`config.mk`:
```
export PLATFORM = sky130hd
export DESIGN_NAME = debug_tx_framer
export DESIGN_NICKNAME = d
export VERILOG_FILES = /design/src/rtl/debug_unit_pkg.sv /design/src/rtl/sync_fifo.sv /design/src/rtl/debug_tx_framer.sv
export SDC_FILE = /design/constraint.sdc
export NUM_CORES = 1
export LEC_CHECK = 0
export CORE_MARGIN = 3
export CORE_UTILIZATION = 50
export CTS_CLUSTER_DIAMETER = 60
export CTS_CLUSTER_SIZE = 10
export DETAILED_ROUTE_END_ITERATION = 16
export GPL_TIMING_DRIVEN = 0
export HOLD_SLACK_MARGIN = 0.03
export PLACE_DENSITY = 0.66
export SYNTH_ARGS = -nofsm -noshare
export SYNTH_HDL_FRONTEND = slang
export SYNTH_SLANG_ARGS = --single-unit
```
`constraint.sdc`:
```
create_clock -name clk -period 6.6 [get_ports clk]
set_clock_uncertainty 0.05 [all_clocks]
set_input_delay 1.32 -clock clk [delete_from_list [all_inputs] [get_ports clk]]
set_output_delay 1.32 -clock clk [all_outputs]
set_load 0.01 [all_outputs]
```
`src/rtl/debug_unit_pkg.sv`:
```
// debug_unit_pkg: state encoding and sizing helpers shared by the debugger unit
package debug_unit_pkg;

    localparam int LEN_DATA_DEFAULT = 8;

    typedef enum logic [1:0] {
        IDLE = 2'd0,
        SEND = 2'd1,
        WAIT = 2'd2
    } tx_state_e;

    function automatic int bytes_per_word(input int word_width, input int len_data);
        return word_width / len_data;
    endfunction

endpackage

```
`src/rtl/sync_fifo.sv`:
```
// sync_fifo: single-clock FIFO; a push while full is taken only when a pop frees the slot
module sync_fifo #(
    parameter int WIDTH = 32,
    parameter int DEPTH = 4
) (
    input  logic             clk,
    input  logic             rst,
    input  logic             push,
    input  logic             pop,
    input  logic [WIDTH-1:0] wr_data,
    output logic [WIDTH-1:0] rd_data,
    output logic             full,
    output logic             empty
);

    localparam int AW = $clog2(DEPTH);
    localparam int CW = AW + 1;

    if (DEPTH < 2 || (DEPTH & (DEPTH - 1)) != 0) begin : g_bad_depth
        $error("sync_fifo DEPTH must be a power of two and at least 2");
    end

    logic [WIDTH-1:0] mem [DEPTH];
    logic [AW-1:0]    wr_ptr, rd_ptr;
    logic [CW-1:0]    count;
    logic             push_ok, pop_ok;

    assign pop_ok  = pop && !empty;
    assign push_ok = push && (!full || pop_ok);
    assign full    = count == CW'(DEPTH);
    assign empty   = count == '0;
    assign rd_data = mem[rd_ptr];

    always_ff @(posedge clk) begin
        if (push_ok) mem[wr_ptr] <= wr_data;
    end

    always_ff @(posedge clk or negedge rst) begin
        if (!rst) begin
            wr_ptr <= '0;
            rd_ptr <= '0;
            count  <= '0;
        end else begin
            wr_ptr <= push_ok ? wr_ptr + AW'(1) : wr_ptr;
            rd_ptr <= pop_ok ? rd_ptr + AW'(1) : rd_ptr;
            count  <= count + CW'(push_ok) - CW'(pop_ok);
        end
    end

endmodule

```
`src/rtl/debug_tx_framer.sv`:
```
// debug_tx_framer: queues debug words and feeds them LSB-byte-first to the UART transmitter
module debug_tx_framer
    import debug_unit_pkg::*;
#(
    parameter int LEN_DATA   = LEN_DATA_DEFAULT,
    parameter int WORD_WIDTH = 32,
    parameter int FIFO_DEPTH = 4
) (
    input  logic                  clk,
    input  logic                  rst,
    input  logic                  wr_en,
    input  logic [WORD_WIDTH-1:0] wr_data,
    output logic                  full,
    output logic                  empty,
    output logic                  busy,
    output logic                  overflow,
    input  logic                  tx_done,
    output logic                  tx_start,
    output logic [LEN_DATA-1:0]   tx_data
);

    localparam int BYTES = bytes_per_word(WORD_WIDTH, LEN_DATA);
    localparam int CW    = BYTES > 1 ? $clog2(BYTES) : 1;

    if (WORD_WIDTH < LEN_DATA || WORD_WIDTH % LEN_DATA != 0) begin : g_bad_width
        $error("debug_tx_framer WORD_WIDTH must be a multiple of LEN_DATA");
    end

    tx_state_e             state;
    logic [WORD_WIDTH-1:0] word_q, head;
    logic [CW-1:0]         cnt;
    logic                  pop;

    assign pop      = state == IDLE && !empty;
    assign tx_start = state == SEND;
    assign busy     = state != IDLE;
    assign tx_data  = word_q[LEN_DATA-1:0];

    sync_fifo #(
        .WIDTH(WORD_WIDTH),
        .DEPTH(FIFO_DEPTH)
    ) u_fifo (
        .clk(clk),
        .rst(rst),
        .push(wr_en),
        .pop(pop),
        .wr_data(wr_data),
        .rd_data(head),
        .full(full),
        .empty(empty)
    );

    // tx_done outside WAIT belongs to no byte of ours and is ignored
    always_ff @(posedge clk or negedge rst) begin
        if (!rst) begin
            state  <= IDLE;
            word_q <= '0;
            cnt    <= '0;
        end else begin
            case (state)
                IDLE: if (!empty) begin
                    word_q <= head;
                    cnt    <= CW'(BYTES - 1);
                    state  <= SEND;
                end
                SEND: state <= WAIT;
                WAIT: if (tx_done) begin
                    if (cnt != '0) begin
                        word_q <= word_q >> LEN_DATA;
                        cnt    <= cnt - CW'(1);
                        state  <= SEND;
                    end else begin
                        state <= IDLE;
                    end
                end
                default: state <= IDLE;
            endcase
        end
    end

    always_ff @(posedge clk or negedge rst) begin
        if (!rst) overflow <= 1'b0;
        else if (wr_en && full && !pop) overflow <= 1'b1;
    end

endmodule

```
; ---- Word-level counts from Yosys, hierarchy flattened
; Memory sizes are Yosys's and may differ from the RTL's.
; Cells that the tools add are included.
[totals]
ram_bits = 128
n_memories = 1
regBits = 44
word_cells = 49
out_inout_bits = 13
[op_classes]
n_mux = 14
eq_ne = 6
addsub = 5
n_reduce_logical = 16
[memory_table]
columns = memory, depth, width, read_ports, rd_clocked_by_memory_dff, wr, line
row1 = u_fifo.mem, 4, 32, 1, 0, 1, sync_fifo.sv:23  ; logic [WIDTH-1:0] mem [DEPTH];
[ops]
columns = cell, count
row1 = 32-bit two-way mux, 3
row2 = 32-bit case mux with 2 select lines, 1
row3 = 2-bit two-way mux, 5
row4 = "2-bit != test, second input constant", 3
row5 = 2-bit case mux with 3 select lines, 1
row6 = 2-bit nonzero test, 3
row7 = 1-bit logical AND, 5
row8 = "2-bit by 1-bit adder with 2-bit output, second input constant", 2
row9 = 2-bit case mux with 2 select lines, 1
row10 = 4-bit AND reduction, 1
row11 = 3-bit by 1-bit adder with 3-bit output, 1
row12 = "3-bit == test, second input constant", 1
row13 = 1-bit zero test, 3
row14 = 3-bit zero test, 1
row15 = 1-bit two-way mux, 3
row16 = 3-bit by 1-bit subtractor with 3-bit output, 1
row17 = "2-bit by 1-bit == test with 1-bit output, second input constant", 1
row18 = "2-bit == test, second input constant", 1
row19 = 2-bit zero test, 1
row20 = 2-bit AND reduction, 1
row21 = "2-bit by 1-bit subtractor with 2-bit output, second input constant", 1
row22 = 1-bit logical OR, 1

; ---- Longest topological paths before layout
; Gate-level depths: netlist (run 1).
[logic_depth]
ltp_word = 8
ltp_mapped = 8
ltp_nobuf = 8

; ---- By module
; From an unflattened synthesis (run 1), not the netlist that was laid out.
[hier_totals]
cells_unflattened = 344
hier_area_um2 = 7121.8
[by_module_without_submodules]
columns = mod, area_each_um2, cells_per_inst, n_inst
row1 = sync_fifo, 5064.9, 204, 1
row2 = debug_tx_framer, 2057.0, 140, 1

; ---- Worst setup path before layout (run 1)
; Ideal clock, no wire load.
[synth_path]
path_kind = input to register
startpoint = input wr_en
endpoint = memory u_fifo.mem[0][0], enable pin
required_time_ps = 6158
path_stages = 2
path_buffers = 0
path_slack_ps = 3761
setup_time_ps = 392
arrival_time_ps = 2397
path_cell_list = o41a_1 > and2_1
[synth_between]
elab_chain_cells = 3
[synth_lines]
columns = item, line
row1 = from (decl), debug_tx_framer.sv:11  ; input logic wr_en,
row2 = 1-bit logical AND, sync_fifo.sv:29  ; assign push_ok = push && (!full || pop_ok);
row3 = 1-bit two-way mux, sync_fifo.sv:35  ; if (push_ok) mem[wr_ptr] <= wr_data;
row4 = 1-bit two-way mux (not written as such), sync_fifo.sv:35
row5 = to (decl), sync_fifo.sv:23
; No other way between the ends.

; ---- Worst setup path after layout (run 1)
[layout_path]
startpoint = register state[1]
endpoint = output tx_start
[layout_between]
elab_chain_cells = 1
[layout_lines]
columns = item, line
row1 = from (decl), debug_tx_framer.sv:29  ; tx_state_e state;
row2 = from (signal assigned), debug_tx_framer.sv:56  ; state <= IDLE;
row3 = from (signal assigned), debug_tx_framer.sv:64  ; state <= SEND;
row4 = from (signal assigned), debug_tx_framer.sv:66  ; SEND: state <= WAIT;
row5 = 2-bit by 1-bit == test with 1-bit output, debug_tx_framer.sv:35  ; assign tx_start = state == SEND;
row6 = to (decl), debug_tx_framer.sv:18  ; output logic tx_start,
; No other way between the ends.

==> results of run 1 <==
==> power by group <==
part,internal [mW],switching (mW)
logic,0.644,0.780
registers,1.49,0.137
clock network,0.565,0.398
total,2.70,1.31
==> cells by family after synthesis <==
group                    synth area share
buffers and inverters              0.0377
XOR/XNOR                          0.00625
AO/OA/AOI/OAI                      0.0831
flip-flops                          0.706
adder cells (fa/ha/maj)            0.0154
multiplexers                       0.0959
AND/OR/NAND/NOR                    0.0559
==> stage by stage <==
| step | hold WS (ns) | setup WS [ns] | util | power, mW | cell area (um2) |
|---|---|---|---|---|---|
| after global routing | 0.461 | 2.97 | 0.617 | 4.23 | 8300 |
| after global placement | 0.405 | 2.56 | 0.573 | 3.03 | 7710 |
| after floorplan | 0.420 | 3.76 | - | 2.61 | 7010 |
| after CTS | 0.433 | 3.09 | 0.617 | 4.04 | 8300 |
| final | 0.433 | 3.10 | 0.617 | 4.01 | 8300 |
| after detailed placement | 0.413 | 3.13 | 0.574 | 3.08 | 7730 |
==> sequential cells by signal, summed over array words and instances (netlist names) <==
| name | cells |
|---|---|
| u_fifo.rd_ptr | 2 |
| overflow | 1 |
| cnt | 2 |
| u_fifo.count | 3 |
| word_q | 32 |
| u_fifo.wr_ptr | 2 |
| state | 2 |
| u_fifo.mem | 128 |
==> worst max-delay path, stage by stage (launching register included) <==
cell	delay [ns]
dfrtp_1	0.40
buf_2	0.26
buf_1	0.38
nor2_1	0.15
clkdlybuf4s50_1	0.50
==> synthesized netlist by cell type (all sizes together) (2+ instances only) <==
master / instances / area share
edfxtp: 128 / 0.55
mux2i: 48 / 0.069
dfrtp: 44 / 0.16
nor3: 27 / 0.020
buf: 24 / 0.022
nand3b: 24 / 0.026
o311ai: 24 / 0.030
o32a: 24 / 0.034
clkbuf: 15 / 0.0080
inv: 15 / 0.0080
a22o: 8 / 0.010
mux4: 8 / 0.026
ha: 7 / 0.013
and2: 4 / 0.0036
xnor2: 4 / 0.0050
nor2: 2 / 0.0011
nor2b: 2 / 0.0018
==> layer usage <==
layer / global-route usage / part of all wire / vias up / wire length (um)
met5: 0 / 0 / - / 0
met1: 0.251 / 0.44 / 1994 / 6280
met4: 0.0638 / 0.014 / 0 / 206
met2: 0.310 / 0.49 / 125 / 6990
met3: 0.0493 / 0.051 / 21 / 731
li1: - / - / 1817 / -
==> worst paths after layout <==
| path | startpoint | to | slack, ns |
|---|---|---|---|
| max in group asynchronous | rst | word_q[4] | 5.39 |
| worst min register to register | overflow | overflow | 0.43 |
| worst max-delay path | state[1] | tx_start | 3.10 |
| worst min-delay path | overflow | overflow | 0.43 |
| worst max register to register | state[0] | u_fifo.count[2] | 3.93 |
| min in group asynchronous | rst | u_fifo.wr_ptr[1] | 0.66 |
==> final cells by class <==
| type | count | area [um2] | area share |
|---|---|---|---|
| buffer | 39 | 208 | 0.0250 |
| clock buffer | 21 | 450 | 0.0543 |
| clock inverter | 11 | 121 | 0.0146 |
| inverter | 15 | 56.3 | 0.00679 |
| multi-input combinational | 196 | 1800 | 0.217 |
| sequential | 172 | 4940 | 0.596 |
| tap | 176 | 220 | 0.0265 |
| timing repair buffer | 49 | 495 | 0.0597 |
==> results.ini, run 1 <==
[outcome]
status = complete, no violations

[floorplan]
io_pins = 49
fp-row-count = 42
die_w_um = 124
die_h_um = 124
core_area_um2 = 13500
die-area_um2 = 15500
initial_utilization = 0.521

[worst_setup_path]
crit_fanout = 10
required_ns = 5.23
worstSetupEndpointType = output pin
crit_arrival_ns = 2.13
path_class = reg2out
start_kind = flip-flop
rr_worst_depth = 8

[drt]
dr.pass1.iters = 5
post-route-drc-count = 0
ant_nets = 0
vias = 3957
wl_per_cell_um = 20.9
vias_per_cell = 5.83
routed_wl_um = 14200
drt-initial-drc-count = 361

[clock_network]
numCtsBuffers = 17
root_buffer = clkbuf_16
clockBufferDepth = 2
post_cts_resized = 0
clock_latency_ns = 0.43
post-cts-setup-buffer-count = 0
clock_sinks = 172
h-tree-depth = 4
cts_tree = yes
cts_hold_buf = 0
worst_setup_hold_path_clk_slew_ns = 0.06

[pwr]
power.density_nw_per_um2 = 484
leakage_nw = 2.98
vdd_drop_max_mv = 0.239

[job]
maxCapViolations = 0

[place]
port_buffers = 48
place.gp.congestion = 0.847
dp_hpwl_um = 9140
dpl.cell_count = 647

[synthesis]
ys_seq_elements = 172
syn_nets = 466
syn_inst = 422
synthFlopType = edfxtp_1
synth_area_per_cell_um2 = 16.6
async_reset_ff_frac = 0.256
ys_types = 36
ys_seq_area_frac = 0.706
syn_area_um2 = 7010
synth_edf_count = 128
yosysWarnings = 0

[layout]
fin_nets = 534
drive_above_1_share = 0.135
final_common_cell = edfxtp_1
layout_common_cells = edfxtp_1, mux2i_1, clkdlybuf4s50_1, dfrtp_1, nor3_1
instances_no_fill = 679
n_antenna_cell = 0
syn_to_final_growth_pct = 18.4
nFillCells = 1083

[timing]
fmax_mhz = 286
rsz0062_at_grt = no
finalSetupViolations = 0
drv_slew = 0
hold_viol = 0
worstMarginPinSlew_ns = 0.907
relSlewSlack = 0.396
tns_ns = 0
final.period_utilization = 0.530
layout_min_cycle_time_ns = 3.50

[global_route]
grt_max_degree = 41
antenna_found_initial = 0
grt_first_pass_wirelength_um = 22500
grt.overflow.total = 0
grt_usage = 0.191
first_global_vias = 4083

[worst_hold_path]
min-delay-path-class = reg2reg
worstHoldPathCells = 1

Power figures use the tool's default switching activity.
==> run 2: changes to the inputs <==
PLACE_DENSITY = 0.69   (was 0.66)
clock period = 2.8 ns   (was 6.6 ns; I/O delays follow)
==> results.ini, run 2 (same netlist as run 1, synthesis figures left out) <==
[clock_network]
cts_tree = yes
root_buffer = clkbuf_16
clock_latency_ns = 0.43
h-tree-depth = 4
post-cts-setup-buffer-count = 0
numCtsBuffers = 17
worst_setup_hold_path_clk_slew_ns = 0.06
clockBufferDepth = 2
clock_sinks = 172

[pwr]
seq_power_share = 0.404
finalPower_mw = 9.49
power.switching_mw = 3.07
p_int_mw = 6.43
swShare = 0.323
clock_power_share = 0.245
power.density_nw_per_um2 = 1140
leakage_nw = 3.00
vdd_drop_max_mv = 0.568
pwr-share-comb = 0.351

[drt]
ant_nets = 0
vias_per_cell = 5.71
routed_wl_um = 13800
drt-initial-drc-count = 292
dr.pass1.iters = 5
wl_per_cell_um = 20.3
vias = 3884
post-route-drc-count = 0

[place]
dp_hpwl_um = 8920
dp_slack_ns = -0.00440
dpl_cell_area_um2 = 7730
port_buffers = 48
place.gp.congestion = 0.867

[global_route]
grt_use_met1 = 0.250
use_met3 = 0.0420
grt_first_pass_wirelength_um = 22000
grt.busiest_layer = met2
first_global_vias = 3981
grt_max_degree = 39
antenna_found_initial = 0
grt_usage = 0.186
use_met2 = 0.297
grt.overflow.total = 0

[worst_setup_path]
reg2reg_to = u_fifo.count[2]
required_ns = 2.19
crit_fanout = 10
critical_path.top_delay_family = buffers and inverters
ff2ff_setup_slack_ns = 0.23
start_kind = flip-flop
worst-path-buf-inv = 3
slowest_delay_ns = 0.59
crit_arrival_ns = 2.13
worstSetupEndpointType = output pin
slowest_stage = clkdlybuf4s50_1
path_class = reg2out
crit-reg2reg-launch = state[0]
worstPathCellList = buf_2, clkbuf_2, nor2_1, clkdlybuf4s50_1
rr_worst_depth = 8

[timing]
hold_viol = 0
layout_min_cycle_time_ns = 2.74
finalSetupViolations = 0
rsz0062_at_grt = no
fmax_mhz = 365
drv_slew = 0
timing.hold.ws_ns = 0.426
worstMarginPinSlew_ns = 0.929
final.period_utilization = 0.979
relSlewSlack = 0.380
setup_ws_ns = 0.0596

[worst_hold_path]
worstHoldPathCells = 1
hold_end = overflow
min-delay-path-class = reg2reg
worstHoldStart = overflow

[layout]
top_regs = u_fifo.mem x128, word_q x32, u_fifo.count x3
nFillCells = 1030
n_antenna_cell = 0
final_common_cell = edfxtp_1
drive_above_1_share = 0.135
syn_to_final_growth_pct = 18.9
largest_reg_flops = 128
largest_register = u_fifo.mem
fin_util = 0.619
fin_nets = 535
fin_area_um2 = 8330
layout_common_cells = edfxtp_1, mux2i_1, clkdlybuf4s50_1, dfrtp_1, nor3_1

[floorplan]
fp-row-count = 42
die_w_um = 124
die_h_um = 124
core_area_um2 = 13500
die-area_um2 = 15500
initial_utilization = 0.521
io_pins = 49

[outcome]
status = complete, no violations

[job]
maxCapViolations = 0

==> run 2: layout make-up <==
cell class	count	area (um2)	area share
sequential	172	4940	0.594
multi-input combinational	196	1810	0.217
timing repair buffer	50	505	0.0607
clock buffer	19	433	0.0520
tap	176	220	0.0264
buffer	39	209	0.0251
clock inverter	13	150	0.0180
inverter	15	56.3	0.00676
==> run 2: worst max-delay path by stage <==
stage / endpoint / slack (ns) / cells after the start / from
CTS: tx_start / 0.006 / 4 / state[1]
floorplan: u_fifo.count[2] / 0.49 / 8 / u_fifo.count[0]
detailed placement: u_fifo.count[2] / -0.004 / 8 / state[0]
finish: tx_start / 0.06 / 4 / state[1]
global route: tx_start / 0.001 / 4 / state[1]
global placement: u_fifo.mem[2][25] / -0.39 / 3 / wr_en
==> run 2: worst reg2reg max path, delay by kind of cell (launching register included) <==
family | cells | cell delay [ns]
adder cells (fa/ha/maj) | 3 | 0.79
AND/OR/NAND/NOR | 1 | 0.55
flip-flops | 1 | 0.49
XOR/XNOR | 2 | 0.32
buffers and inverters | 2 | 0.31
==> run 2: timing repair <==
action                                 in CTS  in global routing
gates resized for setup                     1                  1
endpoints found under the hold margin       6                  0
setup endpoints to repair                   1                  1
hold buffers                                1                  0
==> run 2: power groups by stage <==
stage	registers, mW	logic [mW]	clock network [mW]
2_1_floorplan	3.76	2.39	0
3_3_place_gp	3.87	3.26	0
3_5_place_dp	3.88	3.35	0
4_1_cts	3.83	3.38	2.35
5_1_grt	3.90	3.65	2.47
6_report	3.83	3.34	2.32
==> run 2: routing by layer <==
metal  wire length [um]  share of wire
met4                237          0.017
met2               6810           0.49
met5                  0              0
met1               6160           0.45
met3                593          0.043
==> run 2: stage by stage <==
step	TNS, ns	std cells
final	0	680
after global routing	0	680
after CTS	0	680
after detailed placement	-0.00440	647
after global placement	-55.12	646
after floorplan	0	422
